--- config.mk ---
export PLATFORM = sky130hd
export DESIGN_NAME = qmem_addr_decoder
export DESIGN_NICKNAME = d
export VERILOG_FILES = /design/src/rtl/qmem_addr_decoder.sv
export SDC_FILE = /design/constraint.sdc
export NUM_CORES = 1
export LEC_CHECK = 0
export CORE_AREA = 2 2 135 137
export CTS_BUF_LIST = sky130_fd_sc_hd__clkbuf_4 sky130_fd_sc_hd__clkbuf_8
export DETAILED_ROUTE_END_ITERATION = 16
export DIE_AREA = 0 0 137 139
export PLACE_DENSITY_LB_ADDON = 0.05
export SETUP_SLACK_MARGIN = 0.1
export SLEW_MARGIN = 10
export SYNTH_ARGS = -nofsm -noshare
export SYNTH_HDL_FRONTEND = slang
export SYNTH_SLANG_ARGS = --single-unit
export TNS_END_PERCENT = 50
--- constraint.sdc ---
create_clock -name clk -period 1.6 [get_ports clk]
set_clock_uncertainty 0.2 [all_clocks]
set_input_delay 0.32 -clock clk [delete_from_list [all_inputs] [get_ports clk]]
set_output_delay 0.32 -clock clk [all_outputs]
set_load 0.01 [all_outputs]
--- src/rtl/qmem_addr_decoder.sv ---
// QMEM fabric node: one master to SN slaves, address decoded by per-slave base/mask.
// Unmapped accesses and stalled slaves are answered locally with an error.
module qmem_addr_decoder #(
  parameter int                  QAW      = 32,
  parameter int                  QDW      = 32,
  parameter int                  QSW      = QDW/8,
  parameter int                  SN       = 2,
  parameter logic [SN*QAW-1:0]   SLV_BASE = '0,
  parameter logic [SN*QAW-1:0]   SLV_MASK = '0,
  parameter int                  TMO_CYC  = 255,
  parameter int                  TMO_W    = 8
) (
  input  logic              clk,
  input  logic              rst,
  input  logic              qm_cs,
  input  logic              qm_we,
  input  logic [QSW-1:0]    qm_sel,
  input  logic [QAW-1:0]    qm_adr,
  input  logic [QDW-1:0]    qm_dat_w,
  output logic [QDW-1:0]    qm_dat_r,
  output logic              qm_ack,
  output logic              qm_err,
  output logic [SN-1:0]     qs_cs,
  output logic [SN-1:0]     qs_we,
  output logic [SN*QSW-1:0] qs_sel,
  output logic [SN*QAW-1:0] qs_adr,
  output logic [SN*QDW-1:0] qs_dat_w,
  input  logic [SN*QDW-1:0] qs_dat_r,
  input  logic [SN-1:0]     qs_ack,
  input  logic [SN-1:0]     qs_err,
  output logic              dec_err,
  output logic              tmo_err,
  output logic [QAW-1:0]    err_adr
);

  localparam int IW = (SN > 1) ? $clog2(SN) : 1;
  localparam logic [TMO_W-1:0] TMO_LAST = TMO_W'((TMO_CYC > 0) ? TMO_CYC - 1 : 0);
  localparam logic TMO_ON = (TMO_CYC != 0);

  logic [SN-1:0]    hit;
  logic             any_hit;
  logic [IW-1:0]    sel_idx;
  logic             slv_ack;
  logic             slv_err;
  logic [QDW-1:0]   slv_dat [SN];

  logic             nohit_reg, nohit_next;
  logic             tmo_reg, tmo_next;
  logic [TMO_W-1:0] cnt_reg, cnt_next;
  logic             rd_zero_reg, rd_zero_next;
  logic [IW-1:0]    rd_idx_reg, rd_idx_next;
  logic [QAW-1:0]   err_adr_reg, err_adr_next;

  logic             cnt_inc;
  logic             cnt_clr;
  logic             tmo_fire;
  logic             rd_done;

  genvar gi;
  generate
    for (gi = 0; gi < SN; gi++) begin : g_slv
      assign hit[gi] = ((qm_adr & SLV_MASK[QAW*gi +: QAW]) == SLV_BASE[QAW*gi +: QAW]);
      assign qs_cs[gi]                   = qm_cs & any_hit & ~tmo_reg & (sel_idx == IW'(gi));
      assign qs_we[gi]                   = qm_we;
      assign qs_sel[QSW*gi +: QSW]       = qm_sel;
      assign qs_adr[QAW*gi +: QAW]       = qm_adr;
      assign qs_dat_w[QDW*gi +: QDW]     = qm_dat_w;
      assign slv_dat[gi]                 = qs_dat_r[QDW*gi +: QDW];
    end
  endgenerate

  assign any_hit = |hit;

  // Scan downwards so the lowest matching index is the one left standing.
  always_comb begin
    sel_idx = '0;
    for (int i = SN - 1; i >= 0; i--) begin
      if (hit[i]) sel_idx = IW'(i);
    end
  end

  always_comb begin
    slv_ack  = 1'b0;
    slv_err  = 1'b0;
    qm_dat_r = '0;
    for (int i = 0; i < SN; i++) begin
      if (sel_idx == IW'(i)) begin
        slv_ack = qs_ack[i];
        slv_err = qs_err[i];
      end
      if (!rd_zero_reg && rd_idx_reg == IW'(i)) qm_dat_r = slv_dat[i];
    end
  end

  assign qm_ack  = any_hit & slv_ack & ~tmo_reg;
  assign qm_err  = (any_hit & slv_err & ~tmo_reg) | nohit_reg | tmo_reg;
  assign dec_err = nohit_reg;
  assign tmo_err = tmo_reg;
  assign err_adr = err_adr_reg;

  assign cnt_inc  = qm_cs & any_hit & ~qm_ack & ~qm_err;
  assign cnt_clr  = ~qm_cs | qm_ack | qm_err | tmo_reg;
  assign tmo_fire = TMO_ON & cnt_inc & (cnt_reg == TMO_LAST);
  assign rd_done  = qm_cs & ~qm_we;

  always_comb begin
    nohit_next   = qm_cs & ~any_hit & ~nohit_reg;
    tmo_next     = tmo_fire;
    cnt_next     = cnt_reg;
    rd_zero_next = rd_zero_reg;
    rd_idx_next  = rd_idx_reg;
    err_adr_next = err_adr_reg;

    if (cnt_clr || tmo_fire) cnt_next = '0;
    else if (cnt_inc)        cnt_next = cnt_reg + 1'b1;

    // Locally terminated reads return zero rather than stale slave data.
    if (rd_done && (nohit_reg || tmo_reg)) begin
      rd_zero_next = 1'b1;
    end else if (rd_done && any_hit && (slv_ack || slv_err)) begin
      rd_zero_next = 1'b0;
      rd_idx_next  = sel_idx;
    end

    if (nohit_reg || tmo_reg) err_adr_next = qm_adr;
  end

  always_ff @(posedge clk) begin
    if (rst) begin
      nohit_reg   <= 1'b0;
      tmo_reg     <= 1'b0;
      cnt_reg     <= '0;
      rd_zero_reg <= 1'b1;
      rd_idx_reg  <= '0;
      err_adr_reg <= '0;
    end else begin
      nohit_reg   <= nohit_next;
      tmo_reg     <= tmo_next;
      cnt_reg     <= cnt_next;
      rd_zero_reg <= rd_zero_next;
      rd_idx_reg  <= rd_idx_next;
      err_adr_reg <= err_adr_next;
    end
  end

endmodule

**Yosys cells after proc, flatten, opt, wreduce, memory -nomap -nowiden**

Index checks and enable logic that the tools add are counted.

- Logic and storage cells: 29
- Register bits after elaboration: 42

- Reductions and logical operators: 6
- Bitwise logic cells: 16
- Equal/unequal tests: 1
- Add/sub/neg operators: 1
- Muxes and demuxes: 1

Operator list:

| kind | count |
|---|---|
| 2-to-1 mux 32 bit | 1 |
| adder 8 x 1 -> 8 bit (second input constant) | 1 |
| == test 8 bit (second input constant) | 1 |
| bitwise AND 1 bit | 7 |
| NOT 1 bit | 5 |
| OR 1 bit | 4 |
| OR reduction 2 bit | 2 |
| logical AND 1 bit | 2 |
| logical OR 1 bit | 2 |

**Longest topological paths before layout**

- Depth after elaboration: 8
- Depth in mapped cells: 6

**Least setup slack after synthesis**

OpenSTA, ideal clock, no wires.

- Path kind: register to register
- Start point: register tmo_reg (netlist: tmo_err)
- End point: register cnt_reg[7]
- Path slack: -0.124 ns
- Stages on the path, launching flop included: 6
- Arrival: 1.453 ns
- Buffers on the path: 1
- Path through: dfxtp_1 > buf_6 > nor4b_4 > nand3_1 > or3_1 > a21oi_1

- Cells in the longest elaborated chain, start to end: 8
- Elaborated cells on any way between the ends: 14

RTL lines:

| element | RTL line | text |
|---|---|---|
| start: declaration | 48 | `logic tmo_reg, tmo_next;` |
| start signal: assignment | 138 | `tmo_reg <= tmo_next;` |
| NOT 1 bit | 95, 96 |  |
| bitwise AND 1 bit (on tied branches) | 95, 96 |  |
| NOT 1 bit or OR 1 bit (tied branches) | 101, 96 |  |
| bitwise AND 1 bit or NOT 1 bit (tied branches) | 101 | `assign cnt_inc = qm_cs & any_hit & ~qm_ack & ~qm_err;` |
| bitwise AND 1 bit | 101 |  |
| bitwise AND 1 bit | 103 | `assign tmo_fire = TMO_ON & cnt_inc & (cnt_reg == TMO_LAST);` |
| logical OR 1 bit | 114 | `if (cnt_clr \|\| tmo_fire) cnt_next = '0;` |
| OR reduction 2 bit (no source line) | - |  |
| end signal: assignment | 139 | `cnt_reg <= cnt_next;` |
| end: declaration | 49 | `logic [TMO_W-1:0] cnt_reg, cnt_next;` |

Parallel ways exist; a longest one is shown, timed or not.
A chain may end at the register's enable or synchronous reset.

**Worst setup path after layout**

- Start point: register rd_zero_reg
- End point: output port qm_dat_r[4]

- Cells in the longest elaborated chain, start to end: 1

RTL lines:

| element | RTL line | text |
|---|---|---|
| start: declaration | 50 | `logic rd_zero_reg, rd_zero_next;` |
| start signal: assignment | 140 | `rd_zero_reg <= rd_zero_next;` |
| 2-to-1 mux 32 bit | 91 | `if (!rd_zero_reg && rd_idx_reg == IW'(i)) qm_dat_r = slv_dat[i];` |
| end: declaration | 20 | `output logic [QDW-1:0] qm_dat_r,` |

No other way between the ends.

==> flow_summary.yaml <==
run_status:
  status: "finished, violations left"
  violations: "setup timing"
place:
  dp_hpwl_um: 6704
  portBuffers: 203
  place.gp.congestion: 0.6745
  place_ws_ns: -0.5509
  placedCellCount: 664
  dpl-instance-area_um2: 4481
routing:
  met1Wirelength_um: 3018
  wl_met3_um: 1385
  postRouteAntennaNets: 0
  wire_per_inst_um: 12.87
  viasPerCell: 3.497
  drt-total-wl_um: 8673
  drt_iter0_markers: 32
  via_count: 2357
  route.detailed.drc: 0
  highest_layer: "met4"
  drtPass1Iterations: 4
  wl_met2_um: 4172
clock_tree:
  cts_made_buffers: 5
  clock-root-buffer: "clkbuf_8"
  cts_hold_buf: 0
  clockBufferDepth: 2
  cts_tree: "done"
  cts_sinks: 42
  path_clk_slew_ns: 0.08
  worstSkewPairLatency_ns: 0.30
  htree_levels: 2
power_and_ir_drop:
  p_int_mw: 1.719
  switching_share_pct: 26.45
  sequentialPowerShare_pct: 44.9
  leakage_nw: 2.034
  power_frac_clock_pct: 31.0
  powerDensity_nw_per_um2: 545.9
  p_switching_mw: 0.6179
  ir_drop_mv: 0.3144
  finalPower_mw: 2.337
  p_comb_share_pct: 24.0
floorplanning:
  coreArea_um2: 17660
  io_pins: 348
  num_rows: 49
  die_h_um: 139
  die-area_um2: 19040
  die_w_um: 137
  start_util_pct: 16.21
timing:
  rsz0062_at_grt: "true"
  fin_hold_ws_ns: 0.1077
  setup_violations: 8
  fin_crit_sh_pct: 100.3
  fin_setup_tns_ns: -0.02596
  fin_crit_ns: 1.605
  fmax_ghz: 0.6229
  drv_slew: 0
  hold_viol: 0
  setup_slack_ns: -0.005499
synthesis:
  yosysSeqAreaShare_pct: 29.37
  yosysTopAreaCellShare_pct: 36.71
  ys_top_cells_by_count: "buf_4 (140), dfxtp_1 (42), nor2_1 (37)"
  ys_warn_count: 0
  synth.top_cells.by_area: "buf_4 (37%), dfxtp_1 (29%), mux2i_1 (11%), nor2b_1 (7.6%), nor2_1 (4.9%)"
  synth_edf_count: 0
  ys_seq_elements: 42
  yosysMostFrequentCell: "buf_4"
  synth_ff_type: "dfxtp_1"
  syn-cell-area_um2: 2863
  async_reset_ff_share_pct: 0
  syn_avg_cell_area_um2: 8.597
  synthDistinctLibCells: 29
  syn-instance-count: 333
  yosys.area.top_type: "buf_4"
setup_path:
  cp-endpoint: "qm_dat_r[4]"
  r2r_slack_ns: 0.03
  end_kind: "output port"
  critPathKind: "flip-flop to output port"
  startpoint: "rd_zero_reg"
  critPathArrivalTime_ns: 1.09
  crit-reg2reg-launch: "tmo_err"
  r2r_end: "cnt_reg[7]"
  cp_max_fo: 14
  reg2reg_depth: 4
  worstSetupStartpointType: "flip-flop"
  required_ns: 1.08
min_path:
  hold_class: "input pin to flip-flop"
global_routing:
  track_usage_pct: 8.415
  grt_overflow: 0
  grt_pass1_vias: 2265
  grt_max_degree: 23
  antenna_found_initial: 0
  grt_pass1_wl_um: 12180
final_layout:
  multi_input_area_um2: 1005
  final_nets: 588
  layout-drive-gt1-share_pct: 40.90
  final_area_um2: 4280
  largest_register_ffs: 32
  area_growth_pct: 49.52
  final_util_pct: 24.24
  fillers: 1931
  regArea_um2: 848.3
  final_cells: 674
  n_antenna_cell: 0
flow_run:
  max_cap_violations: 0
-- area by class of cell --
cell class	count	share of cell area, %
Sequential cell	42	19.82
Multi-Input combinational cell	139	23.47
Tap cell	229	6.694
Timing Repair Buffer	256	47.91
Clock buffer	6	1.929
Inverter	2	0.1754
-- routing by layer --
layer | vias up | global-route usage, %
met5 | - | 0
met4 | 0 | 2.604
met3 | 5 | 4.715
met2 | 181 | 14.87
met1 | 1029 | 8.271
li1 | 1142 | -
-- repair_timing --
action,4_1_cts,5_1_grt
gates resized for setup,434,64
setup endpoints to repair,165,97
pin swaps,9,6
gates cloned,1,0
setup buffers,2,1
-- worst min path at each step --
stage | start | to | slack [ns] | cells past startpoint
after global placement | cnt_reg[0] | cnt_reg[0] | 0.24 | 1
final | qm_adr[8] | err_adr[8] | 0.11 | 3
after global routing | qm_adr[20] | err_adr[20] | 0.12 | 3
after CTS | cnt_reg[0] | cnt_reg[0] | 0.28 | 1
after floorplan | cnt_reg[6] | cnt_reg[6] | 0.26 | 2
after detailed placement | cnt_reg[0] | cnt_reg[0] | 0.26 | 1
-- worst max-delay path, cell delays in order (launching register included) --
cell	delay, ns
dfxtp_4	0.38
buf_16	0.16
nor2b_2	0.10
buf_2	0.13
-- placed cells by master (no fill, tap or decap), types with 2 or more instances in the layout --
cell type	count
inv_1	2
dlygate4sd2_1	31
buf_2	84
conb_1	2
buf_12	2
nand2_1	3
mux2i_1	32
clkbuf_2	7
dfxtp_1	40
a21oi_1	4
nor2b_2	9
clkdlybuf4s50_1	43
nor2_1	36
or3_1	2
nand3_1	2
clkdlybuf4s15_1	11
xor2_1	2
o21ai_0	3
ha_1	2
clkbuf_8	6
buf_4	46
clkdlybuf4s15_2	4
nor2b_4	4
dlymetal6s2s_1	17
buf_6	10
dfxtp_4	2
nand4_1	3
nor2b_1	22
-- kinds of logic after synthesis --
| logic type | share of synthesized area, % |
|---|---|
| buffers and inverters | 38.77 |
| AND/OR/NAND/NOR | 16.17 |
| flip-flops | 29.37 |
| multiplexers | 11.19 |
| AO/OA/AOI/OAI | 2.579 |
| XOR/XNOR | 0.9180 |
| adder cells (fa/ha/maj) | 0.8740 |
| other | 0.1310 |
-- power by group through the flow --
stage | Combinational [mW] | Clock [mW] | Sequential, mW
floorplan | 0.446 | 0 | 1.07
finish | 0.562 | 0.725 | 1.05
detailed placement | 0.662 | 0 | 1.08
global route | 0.608 | 0.832 | 1.05
CTS | 0.570 | 0.803 | 1.05
global placement | 0.669 | 0 | 1.08
Note: power is estimated with default switching activity, not from simulation.
